**src/rtl/int_issue_port_arbiter.sv**
```systemverilog
// Round-robin integer issue-port arbiter with replay window, stall, clear and selective flush.
// Optional performance counters are enabled by defining INT_ISSUE_ARB_PERF_EN.
module int_issue_port_arbiter #(
  parameter int NUM_ENTRIES = 16,
  parameter int ISSUE_WIDTH = 2,
  parameter int REPLAY_LAT  = 2,
  localparam int IDX_W      = $clog2(NUM_ENTRIES)
) (
  input  logic                         clk,
  input  logic                         rst,
  input  logic                         stall,
  input  logic                         clear,
  input  logic [NUM_ENTRIES-1:0]       req,
  input  logic [NUM_ENTRIES-1:0]       flush,
  input  logic                         replay,
  output logic [ISSUE_WIDTH-1:0]       grantValid,
  output logic [ISSUE_WIDTH*IDX_W-1:0] grantPtr,
`ifdef INT_ISSUE_ARB_PERF_EN
  output logic [31:0]                  perfGrantCount,
  output logic [31:0]                  perfReplayCycles,
`endif
  output logic                         busy
);

  localparam int CNT_W = (REPLAY_LAT > 1) ? $clog2(REPLAY_LAT) : 1;

  typedef enum logic [0:0] {
    ST_ISSUE  = 1'b0,
    ST_REPLAY = 1'b1
  } state_t;

  state_t                         state_r;
  logic [CNT_W-1:0]               cnt_r;
  logic [IDX_W-1:0]               rr_ptr_r;
  logic [NUM_ENTRIES-1:0]         last_mask_r;
  logic [ISSUE_WIDTH-1:0]         grant_valid_r;
  logic [ISSUE_WIDTH*IDX_W-1:0]   grant_ptr_r;
  logic                           busy_r;

  logic [NUM_ENTRIES-1:0]         eligible_s;
  logic [ISSUE_WIDTH-1:0]         sel_valid_s;
  logic [ISSUE_WIDTH*IDX_W-1:0]   sel_ptr_s;
  logic [NUM_ENTRIES-1:0]         sel_mask_s;
  logic [IDX_W-1:0]               last_idx_s;
  logic [IDX_W-1:0]               next_rr_s;
  logic [ISSUE_WIDTH-1:0]         hold_valid_s;

  assign eligible_s = req & ~flush & ~last_mask_r;

  // Round-robin scan from rr_ptr_r: k-th eligible entry binds to port k.
  always_comb begin
    int k;
    int idx;
    k           = 0;
    idx         = 0;
    sel_valid_s = {ISSUE_WIDTH{1'b0}};
    sel_ptr_s   = {(ISSUE_WIDTH*IDX_W){1'b0}};
    sel_mask_s  = {NUM_ENTRIES{1'b0}};
    last_idx_s  = rr_ptr_r;
    for (int i = 0; i < NUM_ENTRIES; i++) begin
      idx = int'(rr_ptr_r) + i;
      if (idx >= NUM_ENTRIES) begin
        idx = idx - NUM_ENTRIES;
      end else begin
        idx = idx;
      end
      if (eligible_s[idx] && (k < ISSUE_WIDTH)) begin
        sel_valid_s[k]                 = 1'b1;
        sel_ptr_s[k*IDX_W +: IDX_W]    = IDX_W'(idx);
        sel_mask_s[idx]                = 1'b1;
        last_idx_s                     = IDX_W'(idx);
        k                              = k + 1;
      end else begin
        k = k;
      end
    end
  end

  // Pointer advances to one past the last granted entry, wrapping at NUM_ENTRIES-1.
  always_comb begin
    if (last_idx_s == IDX_W'(NUM_ENTRIES - 1)) begin
      next_rr_s = {IDX_W{1'b0}};
    end else begin
      next_rr_s = last_idx_s + IDX_W'(1);
    end
  end

  // While stalled, a held grant is dropped if its entry gets flushed.
  always_comb begin
    hold_valid_s = {ISSUE_WIDTH{1'b0}};
    for (int p = 0; p < ISSUE_WIDTH; p++) begin
      hold_valid_s[p] = grant_valid_r[p] & ~flush[grant_ptr_r[p*IDX_W +: IDX_W]];
    end
  end

  // Arbitration state, FSM and registered grant outputs.
  always_ff @(posedge clk or negedge rst) begin
    if (!rst) begin
      state_r       <= ST_ISSUE;
      cnt_r         <= {CNT_W{1'b0}};
      rr_ptr_r      <= {IDX_W{1'b0}};
      last_mask_r   <= {NUM_ENTRIES{1'b0}};
      grant_valid_r <= {ISSUE_WIDTH{1'b0}};
      grant_ptr_r   <= {(ISSUE_WIDTH*IDX_W){1'b0}};
      busy_r        <= 1'b0;
    end else if (clear) begin
      state_r       <= ST_ISSUE;
      cnt_r         <= {CNT_W{1'b0}};
      last_mask_r   <= {NUM_ENTRIES{1'b0}};
      grant_valid_r <= {ISSUE_WIDTH{1'b0}};
      grant_ptr_r   <= {(ISSUE_WIDTH*IDX_W){1'b0}};
      busy_r        <= 1'b0;
    end else if (replay) begin
      // Enters REPLAY from ISSUE (stalled or not) and reloads the window inside REPLAY.
      state_r       <= ST_REPLAY;
      cnt_r         <= CNT_W'(REPLAY_LAT - 1);
      last_mask_r   <= {NUM_ENTRIES{1'b0}};
      grant_valid_r <= {ISSUE_WIDTH{1'b0}};
      grant_ptr_r   <= {(ISSUE_WIDTH*IDX_W){1'b0}};
      busy_r        <= 1'b1;
    end else if (stall) begin
      grant_valid_r <= hold_valid_s;
      if ((state_r == ST_REPLAY) && (cnt_r != {CNT_W{1'b0}})) begin
        cnt_r <= cnt_r - CNT_W'(1);
      end else begin
        cnt_r <= cnt_r;
      end
    end else if ((state_r == ST_REPLAY) && (cnt_r != {CNT_W{1'b0}})) begin
      cnt_r         <= cnt_r - CNT_W'(1);
      last_mask_r   <= {NUM_ENTRIES{1'b0}};
      grant_valid_r <= {ISSUE_WIDTH{1'b0}};
      grant_ptr_r   <= {(ISSUE_WIDTH*IDX_W){1'b0}};
      busy_r        <= 1'b1;
    end else begin
      // Normal issue; the final REPLAY cycle also issues so ports stay blocked exactly REPLAY_LAT cycles.
      state_r       <= ST_ISSUE;
      busy_r        <= 1'b0;
      grant_valid_r <= sel_valid_s;
      grant_ptr_r   <= sel_ptr_s;
      last_mask_r   <= sel_mask_s;
      if (|sel_valid_s) begin
        rr_ptr_r <= next_rr_s;
      end else begin
        rr_ptr_r <= rr_ptr_r;
      end
    end
  end

  assign grantValid = grant_valid_r;
  assign grantPtr   = grant_ptr_r;
  assign busy       = busy_r;

`ifdef INT_ISSUE_ARB_PERF_EN
  logic [31:0] perf_grant_cnt_r;
  logic [31:0] perf_replay_cnt_r;

  function automatic logic [31:0] count_ones(input logic [ISSUE_WIDTH-1:0] v);
    logic [31:0] n;
    n = 32'd0;
    for (int i = 0; i < ISSUE_WIDTH; i++) begin
      n = n + {31'd0, v[i]};
    end
    return n;
  endfunction

  // Performance counters freeze while the issue stage is stalled.
  always_ff @(posedge clk or negedge rst) begin
    if (!rst) begin
      perf_grant_cnt_r  <= 32'd0;
      perf_replay_cnt_r <= 32'd0;
    end else if (!stall) begin
      perf_grant_cnt_r <= perf_grant_cnt_r + count_ones(grant_valid_r);
      if (state_r == ST_REPLAY) begin
        perf_replay_cnt_r <= perf_replay_cnt_r + 32'd1;
      end else begin
        perf_replay_cnt_r <= perf_replay_cnt_r;
      end
    end else begin
      perf_grant_cnt_r  <= perf_grant_cnt_r;
      perf_replay_cnt_r <= perf_replay_cnt_r;
    end
  end

  assign perfGrantCount   = perf_grant_cnt_r;
  assign perfReplayCycles = perf_replay_cnt_r;
`endif

endmodule

```
**config.mk**
```make
export PLATFORM = sky130hd
export DESIGN_NAME = int_issue_port_arbiter
export DESIGN_NICKNAME = d
export VERILOG_FILES = /design/src/rtl/int_issue_port_arbiter.sv
export SDC_FILE = /design/constraint.sdc
export NUM_CORES = 1
export LEC_CHECK = 0
export ABC_AREA = 1
export CAP_MARGIN = 20
export CORE_MARGIN = 2
export CORE_UTILIZATION = 55
export CTS_CLUSTER_SIZE = 10
export DETAILED_ROUTE_END_ITERATION = 8
export PLACE_DENSITY = 0.74
export SLEW_MARGIN = 5
export SYNTH_ARGS = -nofsm -noshare
export SYNTH_HDL_FRONTEND = slang
export SYNTH_SLANG_ARGS = --single-unit
```
**constraint.sdc**
```tcl
create_clock -name clk -period 29.6 [get_ports clk]
set_input_delay 2.96 -clock clk [delete_from_list [all_inputs] [get_ports clk]]
set_output_delay 2.96 -clock clk [all_outputs]
set_load 0.02 [all_outputs]
```
Yosys cells after proc, flatten, opt, wreduce, memory -nomap -nowiden
Cells that the tools add are included.
- reductions and logical operators: 51
- shift-type cells: 30
- $lt $le $gt $ge: 95
- add/subtract/negate cells: 62
- multiplexer cells: 248
- bitwise logic cells: 42
- equality and inequality tests: 3
- operators with widths (cell ; count):
    greater-or-equal comparator 32 x 1 -> 1 bit, second input constant ; 31
    < comparator 32 x 3 -> 1 bit, second input constant ; 30
    two-way mux 32 bit ; 30
    < comparator 32 x 6 -> 1 bit, second input constant ; 16
    negator 32 -> 33 bit ; 15
    variable shift 4 x 33 -> 8 bit, first input constant ; 15
    indexed part select 4 x 33 -> 8 bit ; 15
    adder 32 x 2 -> 32 bit, second input constant ; 14
    two-way mux 16 bit ; 20
    OR 16 bit ; 15
    two-way mux 8 bit ; 19
    bitwise mux 8 bit ; 15
    subtractor 5 x 5 -> 6 bit, second input constant ; 15
    two-way mux 1 bit ; 78
    greater-or-equal comparator 5 bit, second input constant ; 15
    binary-select mux 1 bit (select 4 bit) ; 18
    two-way mux 4 bit ; 18
    demux 1 bit (select 4 bit) ; 16
    logical AND 1 bit ; 47
    adder 4 x 4 -> 5 bit, second input constant ; 8
    two-way mux 2 bit ; 19
    bitwise AND 16 bit ; 2
    inverter 16 bit ; 2
    OR 2 bit ; 14
    other kinds (19) ; 44
- logic and storage cells: 538
- register bits: 33

Logic depth before layout (Yosys ltp)
- depth in word-level cells: 59
- mapped depth: 78
- mapped depth without buffers: 74

Worst setup path before layout
Ideal clock, no wire load.
- path type: input -> register
- from: input port flush[13]
- to: register grant_ptr_r[6] (netlist: grantPtr[6])
- stages: 62
- slack: 16439 ps
- arrival: 13043 ps
- setup time: 117 ps
- buffers on the path: 3
- path through: inv_1 > nand3_1 > nand2_1 > nand2_1 > nand2_1 > nand2_1 > nand2_1 > nand3_1 > nand2_1 > buf_2 > clkbuf_1 > ha_1 > inv_1 > nand2_1 > xor2_1 > inv_1 > ha_1 > inv_1 > [... 26 more ...] > ha_1 > a31oi_4 > ha_1 > a31oi_4 > inv_2 > ha_1 > a31oi_2 > nand2_1 > nor2_4 > ha_1 > inv_1 > nor2_1 > nand4_2 > nand2_1 > nand2_1 > nand2_1 > nand3_1 > nand2_1
- cells in the longest elaborated chain, start to end: 57
- elaborated cells on any way between the ends: 189
- those cells by class: add/sub: 29; order compare: 15; shift: 30; mux: 97; bitwise: 3; reduce/logical: 15
- ends and longest elaborated chain (item ; line ; source):
    start: declaration ; 14 ; input logic [NUM_ENTRIES-1:0] flush,
    inverter 16 bit (*) ; 48 ; assign eligible_s = req & ~flush & ~last_mask_r;
    bitwise AND 16 bit (*) (2 in a row) ; 48 ;
    binary-select mux 1 bit (select 4 bit) ; 67 ; if (eligible_s[idx] && (k < ISSUE_WIDTH)) begin
    two-way mux 1 bit (implied by the code) (2 in a row) ; 67 ;
    two-way mux 1 bit ; 67 ;
    < comparator 32 x 3 -> 1 bit ; 67 ;
    logical AND 1 bit ; 67 ;
    two-way mux 32 bit ; 67 ;
    [... 39 more ...] ; n/a ;
    negator 32 -> 33 bit ; 69 ; sel_ptr_s[k*IDX_W +: IDX_W] = IDX_W'(idx);
    indexed part select 4 x 33 -> 8 bit / variable shift 4 x 33 -> 8 bit (equally long branches) ; 69 ;
    bitwise mux 8 bit ; 69 ;
    two-way mux 8 bit (*) ; 67 ;
    two-way mux 8 bit (*) ; 128 ; end else if ((state_r == ST_REPLAY) && (cnt_r != {CNT_W{1'b0}})) begin
    two-way mux 8 bit (*) ; 121 ; end else if (stall) begin
    two-way mux 8 bit (*) ; 113 ; end else if (replay) begin
    two-way mux 8 bit (*) ; 106 ; end else if (clear) begin
    end signal: assignment ; 104 ; grant_ptr_r <= {(ISSUE_WIDTH*IDX_W){1'b0}};
    end signal: assignment ; 111 ; grant_ptr_r <= {(ISSUE_WIDTH*IDX_W){1'b0}};
    end signal: assignment ; 132 ; grant_ptr_r <= {(ISSUE_WIDTH*IDX_W){1'b0}};
    end: declaration ; 37 ; logic [ISSUE_WIDTH*IDX_W-1:0] grant_ptr_r;
Mark *: on every way between the ends. The rest lies on a longest branch, timed or not. The select of a mux whose other input is x is not followed.
A chain may end at the register's enable or synchronous reset.

Worst setup path in the final report
Same ends and word-level chain as after synthesis.

==> metrics.md <==
| Metric | Value |
|---|---|
| # rows | 48 |
| MaxCap Viol Count | 0 |
| Crit-path most repeated cell | nand2_1 |
| Fill cells | between 1.5k and 2k |
| Hold Crit Start | busy$_DFFE_PN0P_ |
| Vias in the first global route | roughly 12k |
| Worst setup startpoint | flush[13] |
| Vias | around 13k |
| Sequential area share after synthesis | around 8.6% |
| Drt drc | 0 |
| Share of cells above drive strength 1 | ~8.4% |
| Synth cell types | 60 |
| Setup CP Type | in2reg |
| Die Ht | 136.4 µm |
| Skew final | 0.01035 ns |
| F_max | between 50 and 60 MHz |
| Total GRT Usage | between 40% and 50% |
| Clk root buf | clkbuf_16 |
| FFs w/ async S/R, synth | between 90% and 100% |
| WP data required | about 30 ns |
| Sink Count | 33 |
| Initial DRC Count | ~2k |
| Quantity of gates resized following cts | 0 |
| Post-CTS Hold Buffers | 0 |
| Final ANT Viol Nets | 0 |
| Port Buffers | 47 |
| Pre-CTS WS | around 13 ns |
| Worst r2r src | rr_ptr_r[0]$_DFFE_PN0P_ |
| Final min period | 16.78 ns |
| CTS tree | yes |
| Slowest-stage cell, CP | nor2_2 |
| YS warnings | 0 |
| Initial core utilization | roughly 56% |
| Final WL | around 40 mm |
| Final setup TNS | 0 ns |
| DRT Pass-1 Iters | 8 |
| Die width | approximately 140 µm |
| Final nets | roughly 1.8k |
| Final setup fails | 0 |
| Post-layout util | 60.37% |
| CP max stage delay | 0.83 ns |
| CP startpoint kind | input port |
| Slew Limit Fails | 0 |
| CP Capture Type | flop |
| Htree depth | 2 |
| Gate Count Post-Synth | 1,713 |
| Initial antenna violation count | 2 |
| Flops & latches, synth | 33 |
| Post-route setup slack | around 13 ns |
| CORE AREA | 0.01724 mm² |
| Most common cell after layout, fill and taps aside | nand2_1 |
| Largest net degree at the start of global routing | 46 |
| Routed length per instance | ~21 µm |
| Hold Fails Final Rpt | 0 |
| Cell Area, Synth | just under 0.01 mm² |
| CTS Buf Count | 5 |
| Worst-case hold slack | just under 0.5 ns |
| RSZ-0062 raised after global routing | false |
| Setup bufs post-CTS | 0 |
| Die Area | ~0.019 mm² |
| Most used DFF post-synth | dfrtp_1 |
| Gpl congestion | between 1 and 1.5 |
| Skew-Pair Late Insertion Delay | 0.29 ns |
| # diodes | 0 |
| Layout area overhead | 7.901% |
| Ports | 48 |
| Hold Path Class | reg2reg |
| Slew of the pin with the lowest slew margin | about 1.2 ns |
| Critical path fanouts, max | 21 |
| Avg Cell Area, Syn | approximately 5.6 µm² |
| Crit path DAT | around 17 ns |
| Slew headroom | around 17% |
| Congestion Overflow GR | 0 |
| HPWL Detailed | 30.76 mm |
| First-pass GRT wire length | about 64 mm |
| Drt via density | ~6.5 |
| Most frequent cells in the layout | nand2_1 (497), nor2_1 (179), inv_1 (140) |
| Final period util | between 50% and 60% |
| Number of synthesized flops with an enable pin | 0 |
| Clock tree buffer depth | 2 |
| Reg clk slew, reported paths | around 0.060 ns |
| Run status | complete, no violations |
==> critical path: cells and delay by family <==
kind / cells / cell delay, ns
fa+ha+maj: 7 / 1.94
simple gates: 43 / 7.28
buf+inv: 13 / 3.05
compound gates: 5 / 1.68
==> state kept, by name, summed over array words and instances, names as in the netlist <==
signal       count
cnt_r            1
grantPtr         8
last_mask_r     16
rr_ptr_r         4
grantValid       2
state_r          1
busy             1
==> stage by stage <==
stage / cell area, µm² / instances
3_5_place_dp: 10220 / 1939
6_report: 10410 / 1949
3_3_place_gp: 10220 / 1939
5_1_grt: 10410 / 1949
4_1_cts: 10390 / 1947
2_1_floorplan: 9686 / 1724
==> layout make-up <==
type	instances	area, µm²	share of cell area (%)
clock inverter	3	46.29	0.4449
multi-input combinational	1431	7826	75.21
tap	225	281.5	2.705
timing repair buffer	62	583.1	5.603
sequential	33	825.8	7.936
clock buffer	5	125.1	1.202
inverter	190	718.2	6.902
==> cell families after synthesis <==
| group | after synthesis | synth area share, % |
|---|---|---|
| other | 2 | 0.07787 |
| adder cells (fa/ha/maj) | 60 | 7.784 |
| AND/OR/NAND/NOR | 942 | 43.14 |
| flip-flops | 33 | 8.563 |
| multiplexers | 2 | 0.2076 |
| XOR/XNOR | 11 | 1.077 |
| AO/OA/AOI/OAI | 403 | 28.44 |
| buffers and inverters | 260 | 10.72 |
==> Yosys cell counts (3+ instances only) <==
cell type,n,area share [%]
clkbuf_1,38,1.5
buf_4,6,0.47
and2_1,3,0.19
xnor2_1,3,0.27
buf_1,7,0.27
o21ai_0,139,7.2
a31oi_4,11,2.4
clkinv_1,9,0.35
nand3_2,3,0.31
a2111oi_0,12,1.1
nand2_2,22,1.4
nand4_1,43,2.8
buf_2,18,0.93
o221ai_1,5,0.45
a21oi_1,71,3.7
o22ai_1,16,1.0
nor4_1,6,0.39
or2_2,4,0.26
nor2_2,3,0.19
inv_1,140,5.4
ha_1,60,7.8
o211ai_1,40,3.1
nand3_1,129,6.7
inv_2,39,1.5
xor2_1,7,0.64
o311ai_0,3,0.27
o21ai_1,18,0.93
or2_1,3,0.19
nor3_1,25,1.3
a31oi_1,7,0.45
a31oi_2,10,1.3
nor2_4,6,0.70
nand2_4,8,0.93
nand2_1,497,19
nand3b_1,3,0.23
a221oi_1,27,2.5
o21ai_2,3,0.27
o2111ai_1,28,2.5
nor2_1,179,7.0
dfrtp_1,33,8.6
==> layer usage <==
metal	global-route usage, %	vias to the layer above	wire length [µm]
met5	0	-	15
met4	22.74	2	2545
met3	15.32	205	5764
met2	63.12	878	16950
met1	58.01	5755	15920
li1	-	5899	-
==> final timing paths <==
check	slack, ns	depth (start not counted)	to
setup reg to reg	13.75	67	grantPtr[6]$_DFFE_PN0P_
min in group asynchronous	3.08	2	last_mask_r[0]$_DFFE_PN0P_
hold reg to reg	0.49	2	busy$_DFFE_PN0P_
max in group asynchronous	26.21	2	busy$_DFFE_PN0P_
hold / removal	0.49	2	busy$_DFFE_PN0P_
setup / recovery	12.82	68	grantPtr[6]$_DFFE_PN0P_
Power is not shown: default switching activity piles up to over one toggle a cycle in this logic, so the estimate is an artifact.
